$ cat config.mk
export PLATFORM = sky130hd
export DESIGN_NAME = blob_bbox_tracker_flat
export DESIGN_NICKNAME = d
export VERILOG_FILES = /design/src/rtl/cam_pipe_pkg.sv /design/src/rtl/blob_bbox_tracker_if.sv /design/src/rtl/raster_xy_counter.sv /design/src/rtl/blob_bbox_tracker.sv /design/src/flat_wrapper.sv
export SDC_FILE = /design/constraint.sdc
export NUM_CORES = 1
export LEC_CHECK = 0
export BUFFER_PORTS_ARGS = -buffer_cell sky130_fd_sc_hd__buf_2
export CAP_MARGIN = 40
export CORE_UTILIZATION = 25
export CTS_CLUSTER_DIAMETER = 120
export CTS_CLUSTER_SIZE = 14
export DETAILED_ROUTE_END_ITERATION = 16
export PLACE_DENSITY = 0.39
export SLEW_MARGIN = 20
export SYNTH_ARGS = -nofsm -noshare
export SYNTH_HDL_FRONTEND = slang
export SYNTH_SLANG_ARGS = --single-unit
$ cat constraint.sdc
create_clock -name CLOCK -period 5.2 [get_ports CLOCK]
set_input_delay 0.78 -clock CLOCK [delete_from_list [all_inputs] [get_ports CLOCK]]
set_output_delay 0.78 -clock CLOCK [all_outputs]
set_load 0.01 [all_outputs]
$ cat src/rtl/cam_pipe_pkg.sv
// Shared camera-pipeline constants: default raster geometry, coordinate widths
// and the mask pixel encoding produced by the morphology filter.
package cam_pipe_pkg;

    localparam int H_ACTIVE_DEF = 800;
    localparam int V_ACTIVE_DEF = 600;
    localparam int X_W_DEF      = 12;
    localparam int Y_W_DEF      = 11;

    localparam int                MASK_W  = 10;
    localparam logic [MASK_W-1:0] MASK_FG = 10'h3FF;
    localparam logic [MASK_W-1:0] MASK_BG = 10'h000;

endpackage

$ cat src/rtl/blob_bbox_tracker_if.sv
// Pixel-in / bounding-box-out bundle between the mask stream and the tracker.
interface blob_bbox_tracker_if
    import cam_pipe_pkg::*;
#(
    parameter int X_W   = X_W_DEF,
    parameter int Y_W   = Y_W_DEF,
    parameter int CNT_W = 20
) ();

    logic              iSOF;
    logic              iDVAL;
    logic [MASK_W-1:0] input_data;

    logic              oBOX_VALID;
    logic              oFOUND;
    logic [X_W-1:0]    oX_MIN;
    logic [X_W-1:0]    oX_MAX;
    logic [Y_W-1:0]    oY_MIN;
    logic [Y_W-1:0]    oY_MAX;
    logic [CNT_W-1:0]  oPIX_COUNT;

    modport master (
        output iSOF, iDVAL, input_data,
        input  oBOX_VALID, oFOUND, oX_MIN, oX_MAX, oY_MIN, oY_MAX, oPIX_COUNT
    );

    modport slave (
        input  iSOF, iDVAL, input_data,
        output oBOX_VALID, oFOUND, oX_MIN, oX_MAX, oY_MIN, oY_MAX, oPIX_COUNT
    );

endinterface

$ cat src/rtl/raster_xy_counter.sv
// Raster position counter advanced by valid beats; o_x/o_y are the coordinates
// of the beat presented this cycle, o_last_pix flags the frame-completing beat.
module raster_xy_counter
    import cam_pipe_pkg::*;
#(
    parameter int H_ACTIVE = H_ACTIVE_DEF,
    parameter int V_ACTIVE = V_ACTIVE_DEF,
    parameter int X_W      = X_W_DEF,
    parameter int Y_W      = Y_W_DEF
) (
    input  logic           CLOCK,
    input  logic           RESET_N,
    input  logic           i_sof,
    input  logic           i_dval,
    output logic [X_W-1:0] o_x,
    output logic [Y_W-1:0] o_y,
    output logic           o_last_pix
);

    localparam logic [X_W-1:0] X_LAST = X_W'(H_ACTIVE - 1);
    localparam logic [Y_W-1:0] Y_LAST = Y_W'(V_ACTIVE - 1);

    logic [X_W-1:0] r_x;
    logic [Y_W-1:0] r_y;
    logic           w_last_pix;
    logic           w_restart;

    // A start-of-frame on the completing beat still lets that beat close the
    // old frame; the wrap to (0,0) then doubles as the restart.
    assign w_last_pix = i_dval && (r_x == X_LAST) && (r_y == Y_LAST);
    assign w_restart  = i_sof && !w_last_pix;

    assign o_x        = w_restart ? '0 : r_x;
    assign o_y        = w_restart ? '0 : r_y;
    assign o_last_pix = w_last_pix;

    // NOTE: state registers use non-blocking assignments so every flop samples
    // pre-edge values regardless of statement order.
    always_ff @(posedge CLOCK or negedge RESET_N) begin
        if (!RESET_N) begin
            r_x <= '0;
            r_y <= '0;
        end else if (i_dval) begin
            if (o_x == X_LAST) begin
                r_x <= '0;
                r_y <= (o_y == Y_LAST) ? '0 : o_y + Y_W'(1);
            end else begin
                r_x <= o_x + X_W'(1);
                r_y <= o_y;
            end
        end else if (i_sof) begin
            r_x <= '0;
            r_y <= '0;
        end
    end

endmodule

$ cat src/rtl/blob_bbox_tracker.sv
// Accumulates the bounding box and area of foreground mask pixels per frame
// and publishes them with a one-cycle pulse after the last pixel.
module blob_bbox_tracker
    import cam_pipe_pkg::*;
#(
    parameter int H_ACTIVE  = H_ACTIVE_DEF,
    parameter int V_ACTIVE  = V_ACTIVE_DEF,
    parameter int FG_THRESH = 1,
    parameter int X_W       = X_W_DEF,
    parameter int Y_W       = Y_W_DEF,
    parameter int CNT_W     = 20
) (
    input logic                CLOCK,
    input logic                RESET_N,
    blob_bbox_tracker_if.slave bus
);

    localparam logic [X_W-1:0]    X_IDLE_MIN = X_W'(H_ACTIVE - 1);
    localparam logic [Y_W-1:0]    Y_IDLE_MIN = Y_W'(V_ACTIVE - 1);
    localparam logic [MASK_W-1:0] THRESH     = MASK_W'(FG_THRESH);

    logic [X_W-1:0]   w_x;
    logic [Y_W-1:0]   w_y;
    logic             w_last_pix;
    logic             w_restart;
    logic             w_fg;

    logic [X_W-1:0]   r_xmin, r_xmax, w_b_xmin, w_b_xmax, w_n_xmin, w_n_xmax;
    logic [Y_W-1:0]   r_ymin, r_ymax, w_b_ymin, w_b_ymax, w_n_ymin, w_n_ymax;
    logic [CNT_W-1:0] r_cnt, w_b_cnt, w_n_cnt;

    logic             r_box_valid, r_found;
    logic [X_W-1:0]   r_o_xmin, r_o_xmax;
    logic [Y_W-1:0]   r_o_ymin, r_o_ymax;
    logic [CNT_W-1:0] r_o_cnt;

    raster_xy_counter #(
        .H_ACTIVE (H_ACTIVE),
        .V_ACTIVE (V_ACTIVE),
        .X_W      (X_W),
        .Y_W      (Y_W)
    ) u_raster (
        .CLOCK      (CLOCK),
        .RESET_N    (RESET_N),
        .i_sof      (bus.iSOF),
        .i_dval     (bus.iDVAL),
        .o_x        (w_x),
        .o_y        (w_y),
        .o_last_pix (w_last_pix)
    );

    assign w_restart = bus.iSOF && !w_last_pix;
    assign w_fg      = bus.iDVAL && (bus.input_data >= THRESH);

    // NOTE: every signal gets its default before any branch so no path can
    // leave one unassigned and infer a latch.
    always_comb begin
        w_b_xmin = w_restart ? X_IDLE_MIN : r_xmin;
        w_b_xmax = w_restart ? '0         : r_xmax;
        w_b_ymin = w_restart ? Y_IDLE_MIN : r_ymin;
        w_b_ymax = w_restart ? '0         : r_ymax;
        w_b_cnt  = w_restart ? '0         : r_cnt;

        w_n_xmin = w_b_xmin;
        w_n_xmax = w_b_xmax;
        w_n_ymin = w_b_ymin;
        w_n_ymax = w_b_ymax;
        w_n_cnt  = w_b_cnt;

        if (w_fg) begin
            if (w_x < w_b_xmin) w_n_xmin = w_x;
            if (w_x > w_b_xmax) w_n_xmax = w_x;
            if (w_y < w_b_ymin) w_n_ymin = w_y;
            if (w_y > w_b_ymax) w_n_ymax = w_y;
            if (w_b_cnt != '1)  w_n_cnt  = w_b_cnt + CNT_W'(1);
        end
    end

    // Accumulators drop back to idle on the completing beat so the next beat
    // can start a new frame without an explicit start-of-frame.
    always_ff @(posedge CLOCK or negedge RESET_N) begin
        if (!RESET_N) begin
            r_xmin <= X_IDLE_MIN;
            r_xmax <= '0;
            r_ymin <= Y_IDLE_MIN;
            r_ymax <= '0;
            r_cnt  <= '0;
        end else if (w_last_pix) begin
            r_xmin <= X_IDLE_MIN;
            r_xmax <= '0;
            r_ymin <= Y_IDLE_MIN;
            r_ymax <= '0;
            r_cnt  <= '0;
        end else begin
            r_xmin <= w_n_xmin;
            r_xmax <= w_n_xmax;
            r_ymin <= w_n_ymin;
            r_ymax <= w_n_ymax;
            r_cnt  <= w_n_cnt;
        end
    end

    always_ff @(posedge CLOCK or negedge RESET_N) begin
        if (!RESET_N) begin
            r_box_valid <= 1'b0;
            r_found     <= 1'b0;
            r_o_xmin    <= '0;
            r_o_xmax    <= '0;
            r_o_ymin    <= '0;
            r_o_ymax    <= '0;
            r_o_cnt     <= '0;
        end else begin
            r_box_valid <= w_last_pix;
            if (w_last_pix) begin
                r_found  <= (w_n_cnt != '0);
                r_o_xmin <= (w_n_cnt != '0) ? w_n_xmin : '0;
                r_o_xmax <= (w_n_cnt != '0) ? w_n_xmax : '0;
                r_o_ymin <= (w_n_cnt != '0) ? w_n_ymin : '0;
                r_o_ymax <= (w_n_cnt != '0) ? w_n_ymax : '0;
                r_o_cnt  <= w_n_cnt;
            end
        end
    end

    assign bus.oBOX_VALID = r_box_valid;
    assign bus.oFOUND     = r_found;
    assign bus.oX_MIN     = r_o_xmin;
    assign bus.oX_MAX     = r_o_xmax;
    assign bus.oY_MIN     = r_o_ymin;
    assign bus.oY_MAX     = r_o_ymax;
    assign bus.oPIX_COUNT = r_o_cnt;

endmodule

$ cat src/flat_wrapper.sv
// flat-port wrapper written by rule: the top's interface ports become plain ports
module blob_bbox_tracker_flat import cam_pipe_pkg::*;
#(
    parameter int H_ACTIVE  = H_ACTIVE_DEF,
    parameter int V_ACTIVE  = V_ACTIVE_DEF,
    parameter int FG_THRESH = 1,
    parameter int X_W       = X_W_DEF,
    parameter int Y_W       = Y_W_DEF,
    parameter int CNT_W     = 20
)
  (CLOCK, RESET_N, bus_iSOF, bus_iDVAL, bus_input_data, bus_oBOX_VALID, bus_oFOUND, bus_oX_MIN, bus_oX_MAX, bus_oY_MIN, bus_oY_MAX, bus_oPIX_COUNT);
  blob_bbox_tracker_if #(.X_W(X_W), .Y_W(Y_W), .CNT_W(CNT_W)) bus_i ();
  input logic CLOCK;
  input logic RESET_N;
  input wire logic [$bits(bus_i.iSOF)-1:0] bus_iSOF;
  input wire logic [$bits(bus_i.iDVAL)-1:0] bus_iDVAL;
  input wire logic [$bits(bus_i.input_data)-1:0] bus_input_data;
  output wire logic [$bits(bus_i.oBOX_VALID)-1:0] bus_oBOX_VALID;
  output wire logic [$bits(bus_i.oFOUND)-1:0] bus_oFOUND;
  output wire logic [$bits(bus_i.oX_MIN)-1:0] bus_oX_MIN;
  output wire logic [$bits(bus_i.oX_MAX)-1:0] bus_oX_MAX;
  output wire logic [$bits(bus_i.oY_MIN)-1:0] bus_oY_MIN;
  output wire logic [$bits(bus_i.oY_MAX)-1:0] bus_oY_MAX;
  output wire logic [$bits(bus_i.oPIX_COUNT)-1:0] bus_oPIX_COUNT;
  assign bus_i.iSOF = bus_iSOF;
  assign bus_i.iDVAL = bus_iDVAL;
  assign bus_i.input_data = bus_input_data;
  assign bus_oBOX_VALID = bus_i.oBOX_VALID;
  assign bus_oFOUND = bus_i.oFOUND;
  assign bus_oX_MIN = bus_i.oX_MIN;
  assign bus_oX_MAX = bus_i.oX_MAX;
  assign bus_oY_MIN = bus_i.oY_MIN;
  assign bus_oY_MAX = bus_i.oY_MAX;
  assign bus_oPIX_COUNT = bus_i.oPIX_COUNT;
  blob_bbox_tracker #(.H_ACTIVE(H_ACTIVE), .V_ACTIVE(V_ACTIVE), .FG_THRESH(FG_THRESH), .X_W(X_W), .Y_W(Y_W), .CNT_W(CNT_W)) u_core (.CLOCK(CLOCK), .RESET_N(RESET_N), .bus(bus_i));
endmodule
==> metrics.yaml <==
status: "finished with violations"
failed_checks: "DRC"
routed-via-count: 7033
mostFrequentLayoutCell: "dfrtp_1"
antenna_found_initial: 0
grt_pass1_wl_mm: 41.0
p_total_mw: 2.81
period_share_pct: 83.0
synth_ff_type: "dfrtp_1"
rows: 67
cts_sinks: 157
cp_max_fo: 9
grt_max_degree: 68
area_growth_syn_to_layout_pct: 20.6
synth_cell_types: 67
fin_crit_ns: 4.32
hp-class: "input port to asynchronous set/reset pin"
cp-start-kind: "flop"
cts_hold_buf: 0
power.switching_mw: 0.654
track_usage_pct: 15.6
hold-worst-slack_ns: 0.201
die_height_um: 186
slew_viol_final: 0
fp.dieW_um: 186
grt_overflow: 0
dr.pass1.iters: 11
cp-end-kind: "flop"
fin_setup_tns_ns: 0
htree_levels: 4
drt_wl_total_mm: 25.3
finalNetCount: 1069
most-common-layout-cells: "144 x dfrtp_1, 130 x nor2_1, 128 x nand2_1"
start_util_pct: 25.3
finalSetupViolations: 0
synth-seq-cells: 157
die-area_sq_um: 34600
ys_seq_area_share_pct: 46.6
leakage_nw: 4.90
drcViolationCount: 2
fp.coreArea_sq_um: 33400
swShare_pct: 23.3
place_congestion: 0.834
synth_edf_count: 0
synth_fp_nets: 987
dp_hpwl_mm: 17.9
clkPwrFrac_pct: 49.9
fmax_mhz: 232
drive_gt1_share_pct: 19.4
numPortBuffers: 81
final_cells: 1470
hold_viol: 0
worst-r2r-cell-count: 15
async_reset_ff_share_pct: 100
place_area_sq_um: 9570
critPathArrivalTime_ns: 4.67
clockBufferDepth: 2
placedCellCount: 1438
tightest_slew_ns: 0.836
grt_pass1_vias: 7021
mappedNetlistArea_sq_um: 8460
syn_inst: 927
powerDensity_nw_per_um2: 276
wire_per_inst_um: 17.2
slew_headroom_pct: 43.9
skew_ns: 0.0146
clk_pin_slew_ns: 0.07
clockRootBuffer: "clkbuf_16"
pin_count: 82
path_class: "flop to flop"
rsz0062_at_grt: "no"
vias_per_cell: 4.78
cts_resized: 0
cts_tree: "done"
antenna_left: 0
drv_cap: 0
comb_power_share_pct: 5.7
irDropWorstVdd_mv: 0.221
fin_ws_ns: 0.882
seqPwrFrac_pct: 44.4
cp.required_ns: 5.55
clkLatencyLatePin_ns: 0.44
ys_warn_count: 0
place_ws_ns: 0.754
n_antenna_cell: 0
cts_post_setup_buffers_inserted: 0
stdcell_area_sq_um: 10200
p_int_mw: 2.16
final_util_pct: 30.5
synth.avg_cell_area_sq_um: 9.13
drtIter0Drc: 416
numCtsBuffers: 17
## logic make-up (layout without fill, tap and decap cells)
logic type | Yosys count | after routing | synth area share (%)
mux | 35 | 35 | 4.52
flops | 157 | 157 | 46.6
buf+inv | 80 | 175 | 3.98
compound gates | 188 | 188 | 14.0
fa+ha+maj | 46 | 46 | 6.80
xor+xnor | 23 | 23 | 2.38
simple gates | 398 | 398 | 21.7
## critical path, cell delays in order (launching register included)
cell and delay (ns):
dfrtp_1 0.37, buf_4 0.16, nand4bb_1 0.27, or4_1 0.60
o21ai_4 0.30, buf_4 0.21, nand2_1 0.09, ha_1 0.30
a21o_1 0.18, a2111oi_0 0.55, nand2b_1 0.09, o21ai_0 0.30
nor2_1 0.14, buf_4 0.20, or3_1 0.31, a21oi_1 0.15
## power groups by stage
stage | sequential, mW | combinational (mW) | clock [mW]
final | 1.25 | 0.161 | 1.40
after floorplan | 1.27 | 0.0867 | 0
after global placement | 1.27 | 0.162 | 0
after CTS | 1.25 | 0.165 | 1.45
after global routing | 1.25 | 0.180 | 1.50
after detailed placement | 1.27 | 0.164 | 0
## synthesized netlist by cell type (5+ instances only)
cell      count  area [sq um]
buf_2         5          25.0
mux2i_1       9          90.1
nor2_1      130           488
nand2b_1      6          37.5
xor2_1       13           114
ha_1         46           576
a21oi_1      54           270
xnor2_1      10          87.6
o21ai_0      57           285
nand4_1      22           138
a31oi_1       5          31.3
inv_1        27           101
mux2_2       26           293
a211oi_1     11          82.6
and4_1        5          43.8
nor2b_1       9          56.3
a22oi_1       5          37.5
nor3_1       23           115
nand2_1     129           484
buf_1         7          26.3
nand3_1      28           140
dfstp_2      13           342
and3_1        7          43.8
a21o_1       13          97.6
dfrtp_1     144          3600
nor3b_1      11          82.6
and2_1        5          31.3
clkbuf_1     36           135
## metal layers
metal | up-vias | wire length [um] | global-route usage [%]
met4 | 0 | 344 | 4.56
met3 | 22 | 872 | 2.60
met2 | 160 | 10600 | 22.6
met5 | - | 0 | 0
li1 | 3426 | - | -
met1 | 3425 | 13500 | 23.4
## cell type report
class / instances / area, sq um
clock buffer: 21 / 450
clock inverter: 11 / 193
fill: 3535 / 23200
inverter: 28 / 105
multi-input combinational: 690 / 4210
sequential: 157 / 3950
tap: 448 / 561
timing repair buffer: 115 / 744
## sequential cells by signal (all words and copies together) (netlist names)
register and count:
u_core.bus.oBOX_VALID 1, u_core.bus.oFOUND 1, u_core.bus.oPIX_COUNT 20, u_core.bus.oX_MAX 12, u_core.bus.oX_MIN 12, u_core.bus.oY_MAX 11
u_core.bus.oY_MIN 11, u_core.r_cnt 20, u_core.r_xmax 12, u_core.r_xmin 12, u_core.r_ymax 11, u_core.r_ymin 11
u_core.u_raster.r_x 12, u_core.u_raster.r_y 11
## worst paths after layout
| kind | start | end | slack (ns) |
|---|---|---|---|
| hold / removal | RESET_N | u_core.bus.oY_MIN[9] | 0.20 |
| min in group CLOCK | u_core.bus.oPIX_COUNT[12] | u_core.bus.oPIX_COUNT[12] | 0.48 |
| setup reg to reg | u_core.u_raster.r_y[3] | u_core.bus.oY_MAX[7] | 0.88 |
| setup / recovery | u_core.u_raster.r_y[3] | u_core.bus.oY_MAX[7] | 0.88 |
| hold reg to reg | u_core.bus.oPIX_COUNT[12] | u_core.bus.oPIX_COUNT[12] | 0.48 |
| max in group asynchronous | RESET_N | u_core.r_xmin[0] | 3.83 |
Note: power is estimated with default switching activity, not from simulation.
